### src/rtl/mem_access_unit.sv
// Load/store unit between a single-issue core and a word-wide data memory.
// Handles sub-word loads with extension, sub-word stores via read-modify-write, and fault detection.
module mem_access_unit #(
  parameter int MEM_WORDS = 3072
) (
  input  logic        clk,
  input  logic        reset,
  input  logic        req_valid,
  output logic        req_ready,
  input  logic [2:0]  req_op,
  input  logic [31:0] req_addr,
  input  logic [31:0] req_wdata,
  input  logic [31:0] req_pc,
  output logic        mem_we,
  output logic [31:0] mem_addr,
  output logic [31:0] mem_wd,
  output logic [31:0] mem_pc,
  input  logic [31:0] mem_rd,
  output logic        rsp_valid,
  input  logic        rsp_ready,
  output logic [31:0] rsp_rdata,
  output logic        rsp_fault
);

  typedef enum logic [1:0] {IDLE, ACCESS, RESP} state_t;

  localparam logic [2:0] OP_LW  = 3'd0;
  localparam logic [2:0] OP_LH  = 3'd1;
  localparam logic [2:0] OP_LHU = 3'd2;
  localparam logic [2:0] OP_LB  = 3'd3;
  localparam logic [2:0] OP_LBU = 3'd4;
  localparam logic [2:0] OP_SW  = 3'd5;
  localparam logic [2:0] OP_SH  = 3'd6;
  localparam logic [2:0] OP_SB  = 3'd7;

  localparam logic [31:0] MEM_WORDS_W = 32'(MEM_WORDS);

  state_t      state_q, state_d;
  logic [2:0]  op_q, op_d;
  logic [31:0] addr_q, addr_d;
  logic [31:0] wdata_q, wdata_d;
  logic [31:0] pc_q, pc_d;
  logic [31:0] rdata_q, rdata_d;
  logic        fault_q, fault_d;

  logic        req_misaligned;
  logic        req_out_of_range;
  logic        req_fault;
  logic [31:0] req_word;
  logic        is_store;
  logic [31:0] rd_shifted;
  logic [7:0]  rd_byte;
  logic [15:0] rd_half;
  logic [31:0] load_data;
  logic [31:0] store_data;

  assign req_word = {2'b00, req_addr[31:2]};

  always_comb begin
    req_misaligned = 1'b0;
    case (req_op)
      OP_LW, OP_SW:         req_misaligned = |req_addr[1:0];
      OP_LH, OP_LHU, OP_SH: req_misaligned = req_addr[0];
      default:              req_misaligned = 1'b0;
    endcase
    req_out_of_range = (req_word >= MEM_WORDS_W);
    req_fault        = req_misaligned | req_out_of_range;
  end

  assign is_store   = (op_q == OP_SW) || (op_q == OP_SH) || (op_q == OP_SB);
  assign rd_shifted = mem_rd >> {addr_q[1:0], 3'b000};
  assign rd_byte    = rd_shifted[7:0];
  assign rd_half    = addr_q[1] ? mem_rd[31:16] : mem_rd[15:0];

  always_comb begin
    load_data = 32'h0;
    case (op_q)
      OP_LW:   load_data = mem_rd;
      OP_LH:   load_data = {{16{rd_half[15]}}, rd_half};
      OP_LHU:  load_data = {16'h0, rd_half};
      OP_LB:   load_data = {{24{rd_byte[7]}}, rd_byte};
      OP_LBU:  load_data = {24'h0, rd_byte};
      default: load_data = 32'h0;
    endcase
  end

  // Sub-word stores merge the new lane into the word currently read back from memory.
  always_comb begin
    store_data = wdata_q;
    case (op_q)
      OP_SH: store_data = addr_q[1] ? {wdata_q[15:0], mem_rd[15:0]}
                                    : {mem_rd[31:16], wdata_q[15:0]};
      OP_SB: begin
        case (addr_q[1:0])
          2'd0:    store_data = {mem_rd[31:8], wdata_q[7:0]};
          2'd1:    store_data = {mem_rd[31:16], wdata_q[7:0], mem_rd[7:0]};
          2'd2:    store_data = {mem_rd[31:24], wdata_q[7:0], mem_rd[15:0]};
          default: store_data = {wdata_q[7:0], mem_rd[23:0]};
        endcase
      end
      default: store_data = wdata_q;
    endcase
  end

  // Response registers only change on entry to RESP so they hold their last value while idle.
  always_comb begin
    state_d = state_q;
    op_d    = op_q;
    addr_d  = addr_q;
    wdata_d = wdata_q;
    pc_d    = pc_q;
    rdata_d = rdata_q;
    fault_d = fault_q;
    case (state_q)
      IDLE: begin
        if (req_valid) begin
          op_d    = req_op;
          addr_d  = req_addr;
          wdata_d = req_wdata;
          pc_d    = req_pc;
          if (req_fault) begin
            state_d = RESP;
            fault_d = 1'b1;
            rdata_d = 32'h0;
          end else begin
            state_d = ACCESS;
          end
        end
      end
      ACCESS: begin
        state_d = RESP;
        fault_d = 1'b0;
        rdata_d = is_store ? 32'h0 : load_data;
      end
      RESP: begin
        if (rsp_ready) state_d = IDLE;
      end
      default: state_d = IDLE;
    endcase
  end

  always_ff @(posedge clk) begin
    if (reset) begin
      state_q <= IDLE;
      op_q    <= 3'h0;
      addr_q  <= 32'h0;
      wdata_q <= 32'h0;
      pc_q    <= 32'h0;
      rdata_q <= 32'h0;
      fault_q <= 1'b0;
    end else begin
      state_q <= state_d;
      op_q    <= op_d;
      addr_q  <= addr_d;
      wdata_q <= wdata_d;
      pc_q    <= pc_d;
      rdata_q <= rdata_d;
      fault_q <= fault_d;
    end
  end

  // Write enable is gated by reset so an interrupted store never reaches memory.
  assign mem_we    = (state_q == ACCESS) && is_store && !reset;
  assign req_ready = (state_q == IDLE);
  assign mem_addr  = {addr_q[31:2], 2'b00};
  assign mem_wd    = store_data;
  assign mem_pc    = pc_q;
  assign rsp_valid = (state_q == RESP);
  assign rsp_rdata = rdata_q;
  assign rsp_fault = fault_q;

endmodule

### config.mk
export PLATFORM = sky130hd
export DESIGN_NAME = mem_access_unit
export DESIGN_NICKNAME = d
export VERILOG_FILES = /design/src/rtl/mem_access_unit.sv
export SDC_FILE = /design/constraint.sdc
export NUM_CORES = 1
export LEC_CHECK = 0
export BUFFER_PORTS_ARGS = -buffer_cell sky130_fd_sc_hd__buf_4
export CORE_MARGIN = 4
export CORE_UTILIZATION = 44
export DETAILED_ROUTE_END_ITERATION = 6
export PLACE_DENSITY_LB_ADDON = 0.1
export SYNTH_ARGS = -nofsm -noshare
export SYNTH_HDL_FRONTEND = slang
export SYNTH_SLANG_ARGS = --single-unit
### constraint.sdc
create_clock -name clk -period 1.65 [get_ports clk]
set_clock_uncertainty 0.05 [all_clocks]
set_input_delay 0.0825 -clock clk [delete_from_list [all_inputs] [get_ports clk]]
set_output_delay 0.0825 -clock clk [all_outputs]
set_load 0.02 [all_outputs]
==> results of run 1 <==
==> cells by family (layout without fill, tap and decap cells) <==
logic type	after synthesis	in the layout	share of synthesized area
XOR/XNOR	1	1	0.001361
multiplexers	37	37	0.06490
AND/OR/NAND/NOR	259	259	0.1671
flip-flops	134	134	0.4166
other	1	2	0.0005824
AO/OA/AOI/OAI	224	224	0.2441
buffers and inverters	132	580	0.1053
==> synth_stat cells, types with 3 or more instances <==
master / n
clkbuf_1: 37
mux2_2: 8
nor3_1: 7
mux4_2: 3
o21a_1: 3
nand2_1: 219
nor3b_1: 4
a222oi_1: 8
o21ai_2: 4
inv_1: 45
a2bb2oi_1: 5
mux2i_1: 26
buf_4: 33
o22ai_1: 8
a211oi_1: 17
a41oi_1: 5
o211ai_1: 5
dfxtp_1: 134
nor2_1: 6
a21oi_1: 101
o22ai_2: 16
nor4_1: 5
buf_1: 4
o221ai_1: 13
buf_2: 6
o21ai_0: 19
o22a_1: 8
dlymetal6s2s_1: 3
nand2b_1: 3
==> flip-flops by register name, indices dropped and copies added, names as in the netlist <==
register   cells
op_q           3
rsp_fault      1
state_q        2
rsp_rdata     32
addr_q        32
mem_pc        32
wdata_q       32
==> timing repair <==
action | in CTS | in global routing
pin swaps | 29 | 58
endpoints found under the hold margin | 127 | 0
cloned | 0 | 3
setup endpoints to repair | 56 | 69
hold buffers | 128 | 0
setup buffers | 19 | 22
gates resized for setup | 111 | 69
==> final timing paths <==
| kind | end | slack [ns] | cells after the start |
|---|---|---|---|
| hold reg to reg | addr_q[30]$_SDFFE_PP0P_ | 0.40 | 2 |
| setup / recovery | mem_wd[10] | -0.49 | 6 |
| setup reg to reg | rsp_rdata[5]$_SDFFE_PP0P_ | -0.25 | 8 |
| hold / removal | rsp_rdata[3]$_SDFFE_PP0P_ | 0.06 | 4 |
==> cell type report <==
type,count,area [um2],area share
Clock inverter,10,145.1,0.01214
Clock buffer,22,474.2,0.03965
Tap cell,180,225.2,0.01883
Inverter,45,172.7,0.01444
Timing Repair Buffer,503,4518,0.3778
Multi-Input combinational cell,523,3725,0.3114
Sequential cell,134,2700,0.2258
==> critical path, stage by stage (launching register included) <==
cell and delay [ns]:
dfxtp_2 0.34, buf_6 0.12, o211ai_1 0.13, buf_4 0.21
a222oi_1 0.47, inv_1 0.14, buf_6 0.16
==> metrics by stage <==
stage,instances,utilization,power [W],TNS [ns],hold slack (ns)
finish,1417,0.8485,0.009999,-12.58,0.05614
detailed placement,1214,0.6251,0.005250,-6.324,0.2878
global route,1417,0.8485,0.01028,-15.11,0.05848
global placement,1214,0.6251,0.005239,-4.782,0.2781
floorplan,789,-,0.004446,-0.1752,0.1685
CTS,1393,0.8072,0.009665,-8.015,0.01640
==> report_power, final <==
part / leakage (nW) / internal, W / switching [W] / total (W)
clock: 0.297 / 0.00251 / 0.00150 / 0.00401
combinational: 3.72 / 0.00125 / 0.00122 / 0.00247
sequential: 1.10 / 0.00339 / 0.000131 / 0.00352
==> routing by layer <==
metal  global-route usage  vias to the layer above  wire [um]
met1               0.3649                     3820      10930
met5                    0                        -          0
li1                     -                     3572          -
met2               0.5192                      573      14990
met3               0.1038                      151       3215
met4               0.1470                        0       1747
==> results.sh, run 1 <==
export IMPL_status="finished with violations"
export IMPL_violations="negative setup slack"
export IMPL_postSynthAreaPerCell_um2=8.171
export IMPL_hpwl_mm=16.37
export IMPL_avgRoutedWirePerCell_um=21.79
export IMPL_start_kind="register"
export IMPL_tritoncts="yes"
export IMPL_grt_pass1_vias=7711
export IMPL_syn_to_final_growth_pct=85.76
export IMPL_yosysTopAreaCellShare=0.4166
export IMPL_period_needed_ns=2.141
export IMPL_yosysWarnings=0
export IMPL_core_area_um2=14100
export IMPL_cp_data_arrival_time_ns=2.01
export IMPL_die_y_um=129.0
export IMPL_place_gp_congestion=0.8936
export IMPL_antenna_found_initial=0
export IMPL_drc=0
export IMPL_n_antenna_cell=0
export IMPL_synth_edf_count=0
export IMPL_hold_viol_final=0
export IMPL_final_layout_size_suffix_gt1_frac=0.4268
export IMPL_finalSetupViolCount=62
export IMPL_clock_path_buffers=2
export IMPL_cap_viol_max_count=0
export IMPL_power_density_nw_per_um2=836.0
export IMPL_start_util=0.4568
export IMPL_startpoint="addr_q[1]$_SDFFE_PP0P_"
export IMPL_firstDrtPassIters=7
export IMPL_layout_nets=1359
export IMPL_cp_required_ns=1.52
export IMPL_peakVddDrop_uv=855.0
export IMPL_drt_initial_drc_count=862
export IMPL_synth_top_area_cell="dfxtp_1"
export IMPL_cts_clk_slew_worst_paths_ns=0.06
export IMPL_cp_end_kind="output pin"
export IMPL_grt_pass1_wl_mm=40.89
export IMPL_clock_sinks=134
export IMPL_syn_inst=788
export IMPL_ant_nets=0
export IMPL_layout_cells_most_common_list="buf_4 (305), nand2_1 (217), dfxtp_1 (128), dlygate4sd3_1 (128), a21oi_1 (99)"
export IMPL_die_area_um2=16630
export IMPL_reg2reg_from="op_q[0]$_SDFFE_PP0P_"
export IMPL_p_leak_nw=5.116
export IMPL_grt_remaining_overflow=0
export IMPL_num_vias=8116
export IMPL_ys_seq_area_frac=0.4166
export IMPL_routed_wl_mm=30.88
export IMPL_clock_latency_ns=0.43
export IMPL_grt_max_degree=51
export IMPL_root_buffer="clkbuf_16"
export IMPL_syn_cell_area_um2=6439
export IMPL_synthTopCellsByArea="dfxtp_1 (42%), nand2_1 (13%), a21oi_1 (7.9%)"
export IMPL_pin_count=267
export IMPL_hold_path_class="primary input to register"
export IMPL_path_max_fanout=8
export IMPL_slew_headroom=0.6355
export IMPL_rsz0062_at_grt="yes"
export IMPL_ys_seq_elements=134
export IMPL_layout_commonest_cell="buf_4"
export IMPL_fill_cells=707
export IMPL_synth_main_ff_cell="dfxtp_1"
export IMPL_async_reset_ff_frac=0
export IMPL_cts_buffers_inserted=17
export IMPL_track_usage=0.3129
export IMPL_place_ws_ns=-0.2539
export IMPL_design_area_um2=11960
export IMPL_die_w_um=129.0
export IMPL_yosysUniqueCellTypes=54
export IMPL_num_rows=43
export IMPL_slew_viol_final=0
export IMPL_max_freq_ghz=0.4671
export IMPL_min_delay_start="mem_rd[3]"
export IMPL_min_period_over_period=1.298
export IMPL_critPathKind="register to output pin"
export IMPL_h_tree_depth=4
export IMPL_port_buffers=264
export IMPL_worst_slack_ns=-0.4910
export IMPL_worst_pin_slew_ns=0.5468
export IMPL_viasPerCell=5.728
export IMPL_dpl_cell_area_um2=8811
(Power assumes the default switching activity.)
==> run 2: changes to the inputs <==
CORE_ASPECT_RATIO = 0.8   (was default)
==> run 2 against run 1 <==
  * The run ends with design-rule violations, negative setup slack left
  * Setup slack gained 0.18 ns
  * First-iteration DRC count decreased by 25%
  * Register-to-register slack improved by 0.08 ns
  * Critical path depth grew 1
  * Worst hold slack better by 0.019 ns
  * Via count down 8.4%
  * Cell count shrank 2.2%
  * Clock power fell by 8.7%
  * Design area decreased by 4.6%
  * Sequential share of layout area up 1.1 points
  * Critical endpoint is now mem_wd[30]
==> results.sh, run 2 (synthesized netlist as in run 1, its figures left out) <==
export IMPL_cp_end_kind="output pin"
export IMPL_n_antenna_cell=0
export IMPL_core_area_um2=14300
export IMPL_finalSetupViolCount=65
export IMPL_root_buffer="clkbuf_16"
export IMPL_grt_remaining_overflow=0
export IMPL_hold_path_class="primary input to register"
export IMPL_p_leak_nw=4.795
export IMPL_path_max_fanout=8
export IMPL_final_layout_size_suffix_gt1_frac=0.4027
export IMPL_comb_power_share=0.235
export IMPL_status="finished with violations"
export IMPL_num_rows=39
export IMPL_period_needed_ns=1.964
export IMPL_grt_max_degree=50
export IMPL_critPathKind="register to output pin"
export IMPL_seqPwrFrac=0.375
export IMPL_viasPerCell=5.365
export IMPL_die_y_um=116.2
export IMPL_clock_latency_ns=0.42
export IMPL_drc=15
export IMPL_internal_power_w=0.006635
export IMPL_syn_to_final_growth_pct=77.28
export IMPL_seqCellArea_um2=2700
export IMPL_start_util=0.4503
export IMPL_track_usage=0.2893
export IMPL_layout_cells_most_common_list="buf_4 (290), nand2_1 (217), dfxtp_1 (128), dlygate4sd3_1 (128), a21oi_1 (99)"
export IMPL_pwr_share_clk=0.391
export IMPL_die_w_um=143.2
export IMPL_die_area_um2=16640
export IMPL_fill_cells=923
export IMPL_switching_share=0.2916
export IMPL_rsz0062_at_grt="yes"
export IMPL_crit_family="buffers and inverters"
export IMPL_grt_pass1_wl_mm=37.72
export IMPL_cap_viol_max_count=0
export IMPL_critPathSlowestCell="dfxtp_4"
export IMPL_avgRoutedWirePerCell_um=19.10
export IMPL_pin_count=267
export IMPL_firstDrtPassIters=7
export IMPL_crit_path_max_incr_delay_ns=0.35
export IMPL_tritoncts="yes"
export IMPL_layout_nets=1324
export IMPL_cp_required_ns=1.52
export IMPL_hold_viol_final=0
export IMPL_grt_pass1_vias=7117
export IMPL_port_buffers=264
export IMPL_num_vias=7436
export IMPL_routed_wl_mm=26.47
export IMPL_cts_buffers_inserted=17
export IMPL_layout_commonest_cell="buf_4"
export IMPL_slew_viol_final=0
export IMPL_switchingPower_w=0.002731
export IMPL_crit_chain="buf_6 > buf_4 > nand2b_4 > and2_4 > o22ai_1 > o21ai_1 > buf_4"
export IMPL_clock_sinks=134
export IMPL_violations="design-rule violations, negative setup slack"
export IMPL_peakVddDrop_uv=731.1
export IMPL_fin_setup_tns_ns=-10.90
export IMPL_worst_slack_ns=-0.3135
export IMPL_min_period_over_period=1.190
export IMPL_multiInputGateArea_um2=3593
export IMPL_antenna_found_initial=0
export IMPL_ant_nets=0
export IMPL_h_tree_depth=4
export IMPL_cp_data_arrival_time_ns=1.83
export IMPL_place_ws_ns=-0.2248
export IMPL_place_gp_congestion=1.022
export IMPL_start_kind="register"
export IMPL_power_density_nw_per_um2=820.4
export IMPL_cts_clk_slew_worst_paths_ns=0.06
export IMPL_clock_path_buffers=2
export IMPL_post_route_util=0.7984
export IMPL_crit_top_cell="buf_4"
export IMPL_max_freq_ghz=0.5093
export IMPL_hpwl_mm=16.37
export IMPL_drt_initial_drc_count=645
export IMPL_timing_critical_path_buf_inv=3
==> run 2: cell types whose count changed in the layout (fill, tap and decap cells not counted), moves of 7 or more <==
cell	change
a211oi_1	+10
buf_4	-15
buf_6	-20
mux2i_1	-7
==> run 2: power by group through the flow <==
| stage | Combinational, W | Clock, W | Sequential [W] |
|---|---|---|---|
| final | 0.00220 | 0.00366 | 0.00351 |
| after global placement | 0.00163 | 0 | 0.00357 |
| after global routing | 0.00232 | 0.00384 | 0.00352 |
| after floorplan | 0.000848 | 0 | 0.00360 |
| after CTS | 0.00202 | 0.00370 | 0.00350 |
| after detailed placement | 0.00164 | 0 | 0.00357 |
==> run 2: area by class of cell <==
cell class / instances / share of cell area
multi-input combinational: 523 / 0.3148
clock inverter: 13 / 0.01085
inverter: 45 / 0.01480
clock buffer: 19 / 0.03880
tap: 184 / 0.02017
sequential: 134 / 0.2365
timing repair buffer: 468 / 0.3640
==> run 2: final timing paths <==
check	slack (ns)	cells past startpoint	startpoint	end
max reg2reg	-0.17	9	op_q[1]$_SDFFE_PP0P_	rsp_rdata[3]$_SDFFE_PP0P_
max	-0.31	7	op_q[0]$_SDFFE_PP0P_	mem_wd[30]
min reg2reg	0.40	2	mem_pc[21]$_SDFFE_PP0P_	mem_pc[21]$_SDFFE_PP0P_
min	0.07	3	rsp_ready	state_q[1]$_SDFFE_PP0P_
==> run 2: repair_timing <==
item	in CTS	in global routing
buffers inserted	16	10
endpoints found under the hold margin	128	1
pin swaps	26	40
cloned	0	3
hold buffers	127	1
endpoints found under the setup margin	63	64
resized for setup	82	58
==> run 2: worst min-delay path: cells and delay by family <==
family	cells	cell delay (ns)
compound gates	1	0.29
buf+inv	1	0.08
simple gates	1	0.03
==> run 2: through the flow <==
stage          area (um2)  hold WS [ns]  power, W  std cells
2_1_floorplan        6461        0.1685  0.004446        789
3_3_place_gp         8673        0.2806  0.005197       1199
3_5_place_dp         8673        0.2866  0.005207       1199
4_1_cts             11020      0.001607  0.009222       1374
5_1_grt             11410       0.06997  0.009688       1386
6_report            11410       0.07484  0.009365       1386
==> run 2: per-layer routing <==
layer | global-route usage | share of wire | vias to the layer above
met4 | 0.1104 | 0.040 | 0
met5 | 0 | 0 | -
met2 | 0.4762 | 0.47 | 382
li1 | - | - | 3504
met1 | 0.3611 | 0.39 | 3450
met3 | 0.08596 | 0.095 | 100
